$ cat src/rtl/seq_mult4x4_core2x2.sv
// Sequential unsigned 4x4 multiplier: one 2x2 multiplier core accumulates four
// shifted partial products into an 8-bit accumulator under a start/done FSM.

module mult2x2 (
  input  logic [1:0] x,
  input  logic [1:0] y,
  output logic [3:0] p
);
  assign p = {2'b00, x} * {2'b00, y};
endmodule

module mux2to1 #(
  parameter int unsigned WIDTH = 2
) (
  input  logic [WIDTH-1:0] d0,
  input  logic [WIDTH-1:0] d1,
  input  logic             sel,
  output logic [WIDTH-1:0] y
);
  assign y = sel ? d1 : d0;
endmodule

module mux3to1 #(
  parameter int unsigned WIDTH = 8
) (
  input  logic [WIDTH-1:0] d0,
  input  logic [WIDTH-1:0] d1,
  input  logic [WIDTH-1:0] d2,
  input  logic [1:0]       sel,
  output logic [WIDTH-1:0] y
);
  always_comb begin
    y = '0;
    case (sel)
      2'b00:   y = d0;
      2'b01:   y = d1;
      2'b10:   y = d2;
      default: y = '0;
    endcase
  end
endmodule

module seq_mult4x4_core2x2 (
  input  logic       clk,
  input  logic       rst,
  input  logic       start,
  input  logic [3:0] a,
  input  logic [3:0] b,
  output logic       done,
  output logic [7:0] out
);
  typedef enum logic [2:0] {
    StIdle = 3'd0,
    StLoad = 3'd1,
    StP0   = 3'd2,
    StP1   = 3'd3,
    StP2   = 3'd4,
    StP3   = 3'd5
  } state_e;

  state_e     state_q, state_d;
  logic [3:0] reg_a_q, reg_a_d;
  logic [3:0] reg_b_q, reg_b_d;
  logic [7:0] acc_q, acc_d;

  logic       sel_a, sel_b;
  logic [1:0] sel_shift;
  logic [1:0] op_a, op_b;
  logic [3:0] prod;
  logic [7:0] shifted;

  mux2to1 #(.WIDTH(2)) u_mux_a (
    .d0  (reg_a_q[1:0]),
    .d1  (reg_a_q[3:2]),
    .sel (sel_a),
    .y   (op_a)
  );

  mux2to1 #(.WIDTH(2)) u_mux_b (
    .d0  (reg_b_q[1:0]),
    .d1  (reg_b_q[3:2]),
    .sel (sel_b),
    .y   (op_b)
  );

  mult2x2 u_mult (
    .x (op_a),
    .y (op_b),
    .p (prod)
  );

  mux3to1 #(.WIDTH(8)) u_mux_shift (
    .d0  ({4'b0000, prod}),
    .d1  ({2'b00, prod, 2'b00}),
    .d2  ({prod, 4'b0000}),
    .sel (sel_shift),
    .y   (shifted)
  );

  always_comb begin
    state_d   = state_q;
    reg_a_d   = reg_a_q;
    reg_b_d   = reg_b_q;
    acc_d     = acc_q;
    sel_a     = 1'b0;
    sel_b     = 1'b0;
    sel_shift = 2'b11;
    unique case (state_q)
      StIdle: begin
        if (start) state_d = StLoad;
      end
      StLoad: begin
        reg_a_d = a;
        reg_b_d = b;
        acc_d   = 8'h00;
        state_d = StP0;
      end
      StP0: begin
        sel_shift = 2'b00;
        acc_d     = acc_q + shifted;
        state_d   = StP1;
      end
      StP1: begin
        sel_a     = 1'b1;
        sel_shift = 2'b01;
        acc_d     = acc_q + shifted;
        state_d   = StP2;
      end
      StP2: begin
        sel_b     = 1'b1;
        sel_shift = 2'b01;
        acc_d     = acc_q + shifted;
        state_d   = StP3;
      end
      StP3: begin
        sel_a     = 1'b1;
        sel_b     = 1'b1;
        sel_shift = 2'b10;
        acc_d     = acc_q + shifted;
        state_d   = StIdle;
      end
      default: state_d = StIdle;  // unused encodings recover to idle
    endcase
  end

  always_ff @(posedge clk or posedge rst) begin
    if (rst) begin
      state_q <= StIdle;
      reg_a_q <= 4'h0;
      reg_b_q <= 4'h0;
      acc_q   <= 8'h00;
    end else begin
      state_q <= state_d;
      reg_a_q <= reg_a_d;
      reg_b_q <= reg_b_d;
      acc_q   <= acc_d;
    end
  end

  assign done = (state_q == StIdle);
  assign out  = acc_q;
endmodule

$ cat config.mk
export PLATFORM = sky130hd
export DESIGN_NAME = seq_mult4x4_core2x2
export DESIGN_NICKNAME = d
export VERILOG_FILES = /design/src/rtl/seq_mult4x4_core2x2.sv
export SDC_FILE = /design/constraint.sdc
export NUM_CORES = 1
export LEC_CHECK = 0
export BUFFER_PORTS_ARGS = -buffer_cell sky130_fd_sc_hd__buf_2
export CORE_AREA = 2 2 55 57
export DETAILED_ROUTE_END_ITERATION = 12
export DIE_AREA = 0 0 57 59
export GPL_ROUTABILITY_DRIVEN = 0
export GPL_TIMING_DRIVEN = 0
export PLACE_DENSITY = 0.69
export SLEW_MARGIN = 40
export SYNTH_ARGS = -nofsm -noshare
export SYNTH_HDL_FRONTEND = slang
export SYNTH_SLANG_ARGS = --single-unit
export TNS_END_PERCENT = 5
$ cat constraint.sdc
create_clock -name clk -period 6.18 [get_ports clk]
set_clock_uncertainty 0.15 [all_clocks]
set_input_delay 1.854 -clock clk [delete_from_list [all_inputs] [get_ports clk]]
set_output_delay 1.854 -clock clk [all_outputs]
set_load 0.03 [all_outputs]
==> impl_results.md <==
- Status: finished, final reports clean
- CP Cell Sequence: buf_4, inv_1, ha_1, mux2i_1, nor2_1, ha_1, ha_1, o21ai_0, o31a_1, nor3_2, ha_1, a21oi_1, o21ai_0, a21oi_1, xor2_1, o22ai_1
- Design area: between 0.001 and 0.0015 mm^2
- Largest net degree at the start of global routing: 20
- Setup violations, final: 0
- Die height: slightly below 60 um
- Slew margin rel.: between 50% and 60%
- Dpl cell area: between 0.001 and 0.0015 mm^2
- Crit-path max cell delay: between 0.4 and 0.5 ns
- Inserted Diodes: 0
- Die width: roughly 57 um
- DRT Pass-1 Iters: 4
- Antenna violations before repair: 0
- CTS tree: yes
- Post-DP HPWL: approximately 1900 um
- Core Area: around 0.0027 mm^2
- Gr usage total: ~17%
- Initial core utilization: approximately half
- EDFF count, synth: 0
- Synth top area share: between 30% and 40%
- Filler cell count: 258
- GR Overflow Total: 0
- Slowest-stage cell, CP: dfrtp_1
- R2R setup slack: about 2.5 ns
- Post-route minimum period: approximately 3.7 ns
- WL per Instance: roughly 13 um
- Top cells by area, synth: dfrtp_1 (36%), ha_1 (9.5%), mux2_2 (8.6%), o22ai_1 (3.8%), nand2_1 (3.7%)
- Internal Pwr Total: roughly 0.00042 W
- # resized after CTS: 0
- Sw power: between 0.0003 and 0.0004 W
- Slew Limit Fails: 0
- Reg2reg end: out[6]
- Vias in the first global route: about 1.0k
- Final ANT Viol Nets: 0
- Full die area: around 0.0034 mm^2
- DRC violation count after routing: 0
- Row cnt: 19
- Detailed Route WL: ~2500 um
- Syn Inst Count: between 100 and 150
- Synth-to-Final Area Change: 12.2%
- Worst Reg-to-Reg Cells: 16
- CTS Sinks: 19
- Req. time, crit path: 6.22 ns
- Power Dens Cells: 535 mW/mm^2
- CP most frequent cell: ha_1
- Initial DRC Count: 36
- Flops & latches, synth: 19
- Pleak: 0.695 nW
- RSZ-0062 raised after global routing: false
- Worst min path class: register to register
- Worst Tran Pin Value: 0.704 ns
- CP max FO: 10
- Layout cells sized above 1: between 20% and 30%
- Clock Tree Buf Depth: 2
- Hold EP: reg_a_q[3]
- First-pass GRT wire length: roughly 4500 um
- Main synth FF type: dfrtp_1
- Net Sw Frac: a little under half
- Total power: between 0.0007 and 0.0008 W
- Postcts setup bufs: 0
- Reg2Reg Launch Point: state_q[1]
- Post-DR vias/cell: 5.52
- Top post-synthesis cells by count: dfrtp_1 (19), nand2_1 (13), nor2_1 (11), ha_1 (10), mux2_2 (10)
- CP Class: register to register
- Max Fclk: 270 MHz
- Hold path startpoint: reg_a_q[3]
- Logic pwr share: around 64%
- I/O pins: 20
- Hold Path Cell Cnt: 1
- Syn avg cell area: between 9 and 10 um^2
- Final core utilization: a little over half
- Clk root buf: clkbuf_4
- Port Buffer Count: 19
- Power share of the clock group: approximately 8.5%
- # hold bufs at CTS: 0
- Sequential share of power: 27.2%
- Clk slew on worst S/H paths: between 0.1 and 0.15 ns
- Crit. Startpoint: state_q[1]
- CP Data Arrival Time: around 3.7 ns
- Maxcap violations: 0
- Area leader, netlist: dfrtp_1
- Post-synthesis cell type count: 34
- FFs w/ async S/R, synth: between 90% and 100%
- Register area share after synthesis: about 36%
- Crit start category: register
- Htree depth: 1
- YS warnings: 0
- Period utilization: 59.9%
- Net Count, Synth: about 160
- CP Capture Type: register
- Peak supply drop: ~0.00028 V
- Final Hold Vio Count: 0
- Synth Cell Area: ~0.0013 mm^2
- Count leader, synth: dfrtp_1
- TNS Setup: 0 ns
- DR vias: 1,033
- Skew-Pair Late Insertion Delay: ~0.31 ns
- Num CTS Buffers: 3
- Nets: 179
## critical path, delay by kind of cell, from the launching register on
| family | cells | cell delay [ns] |
|---|---|---|
| adder cells (fa/ha/maj) | 4 | 1.05 |
| AO/OA/AOI/OAI | 6 | 0.85 |
| flip-flops | 1 | 0.45 |
| multiplexers | 1 | 0.32 |
| buffers and inverters | 2 | 0.27 |
| AND/OR/NAND/NOR | 2 | 0.27 |
| XOR/XNOR | 1 | 0.19 |
## cell usage in the layout (no fill, tap or decap), drive strengths merged
| cell | count |
|---|---|
| a32oi | 1 |
| mux2i | 4 |
| clkbuf | 6 |
| fa | 1 |
| nand3 | 1 |
| o21ai | 4 |
| nor2 | 12 |
| mux2 | 10 |
| a21o | 1 |
| xor2 | 4 |
| ha | 10 |
| inv | 6 |
| o31a | 1 |
| nor4bb | 1 |
| nor2b | 4 |
| nand2 | 14 |
| buf | 23 |
| o22ai | 8 |
| a211oi | 5 |
| xnor2 | 4 |
| nor3 | 5 |
| and2 | 1 |
| a21oi | 8 |
| dfrtp | 19 |
| or3 | 1 |
| a22oi | 2 |
## cells by family (layout without fill, tap and decap cells)
group	Yosys count	in the layout	share of synthesized area, %
simple gates	39	39	15.9
compound gates	30	30	15.1
flops	19	19	36.1
mux	14	14	11.6
buf+inv	12	35	4.94
fa+ha+maj	11	11	11.0
xor+xnor	8	8	5.32
## flip-flops by register name (all words and copies together) (netlist names)
| signal | cells |
|---|---|
| out | 8 |
| reg_a_q | 4 |
| reg_b_q | 4 |
| state_q | 3 |
## area by class of cell
| class | instances | area [um^2] | area share (%) |
|---|---|---|---|
| plain buffers | 6 | 42.5 | 2.88 |
| clock buffers | 4 | 26.3 | 1.78 |
| inverters | 6 | 22.5 | 1.53 |
| multi-input cells | 102 | 776 | 52.5 |
| flip-flops and latches | 19 | 475 | 32.2 |
| well taps | 31 | 38.8 | 2.63 |
| repair buffers | 19 | 95.1 | 6.44 |
## per-stage QoR
stage	setup slack [ns]	hold WS, ns	instances
2_1_floorplan	2.88	0.330	133
6_report	2.48	0.366	187
3_3_place_gp	2.58	0.339	183
4_1_cts	2.48	0.370	187
5_1_grt	2.18	0.393	187
3_5_place_dp	2.49	0.344	183
## power groups by stage
stage | sequential, W | combinational (W) | clock (W)
2_1_floorplan | 0.000239 | 0.000384 | 0
3_3_place_gp | 0.000215 | 0.000494 | 0
6_report | 0.000215 | 0.000508 | 0.0000673
3_5_place_dp | 0.000218 | 0.000508 | 0
5_1_grt | 0.000223 | 0.000566 | 0.0000712
4_1_cts | 0.000215 | 0.000510 | 0.0000683
## layer usage
metal  track usage (%)  vias to the layer above  part of all wire, %
met5                 0                        -                    0
met1              20.9                      483                   46
met4              9.30                        0                  3.5
met2              29.4                       25                   48
li1                  -                      516                    -
met3              1.97                        9                  3.2
## worst max path at each step
stage	endpoint	slack (ns)	depth (start not counted)
floorplan	done	2.88	2
global placement	out[6]	2.58	16
detailed placement	out[6]	2.49	16
CTS	out[6]	2.48	16
global route	out[6]	2.18	16
finish	out[6]	2.48	16
No activity file was read; power rests on OpenSTA's default activity.
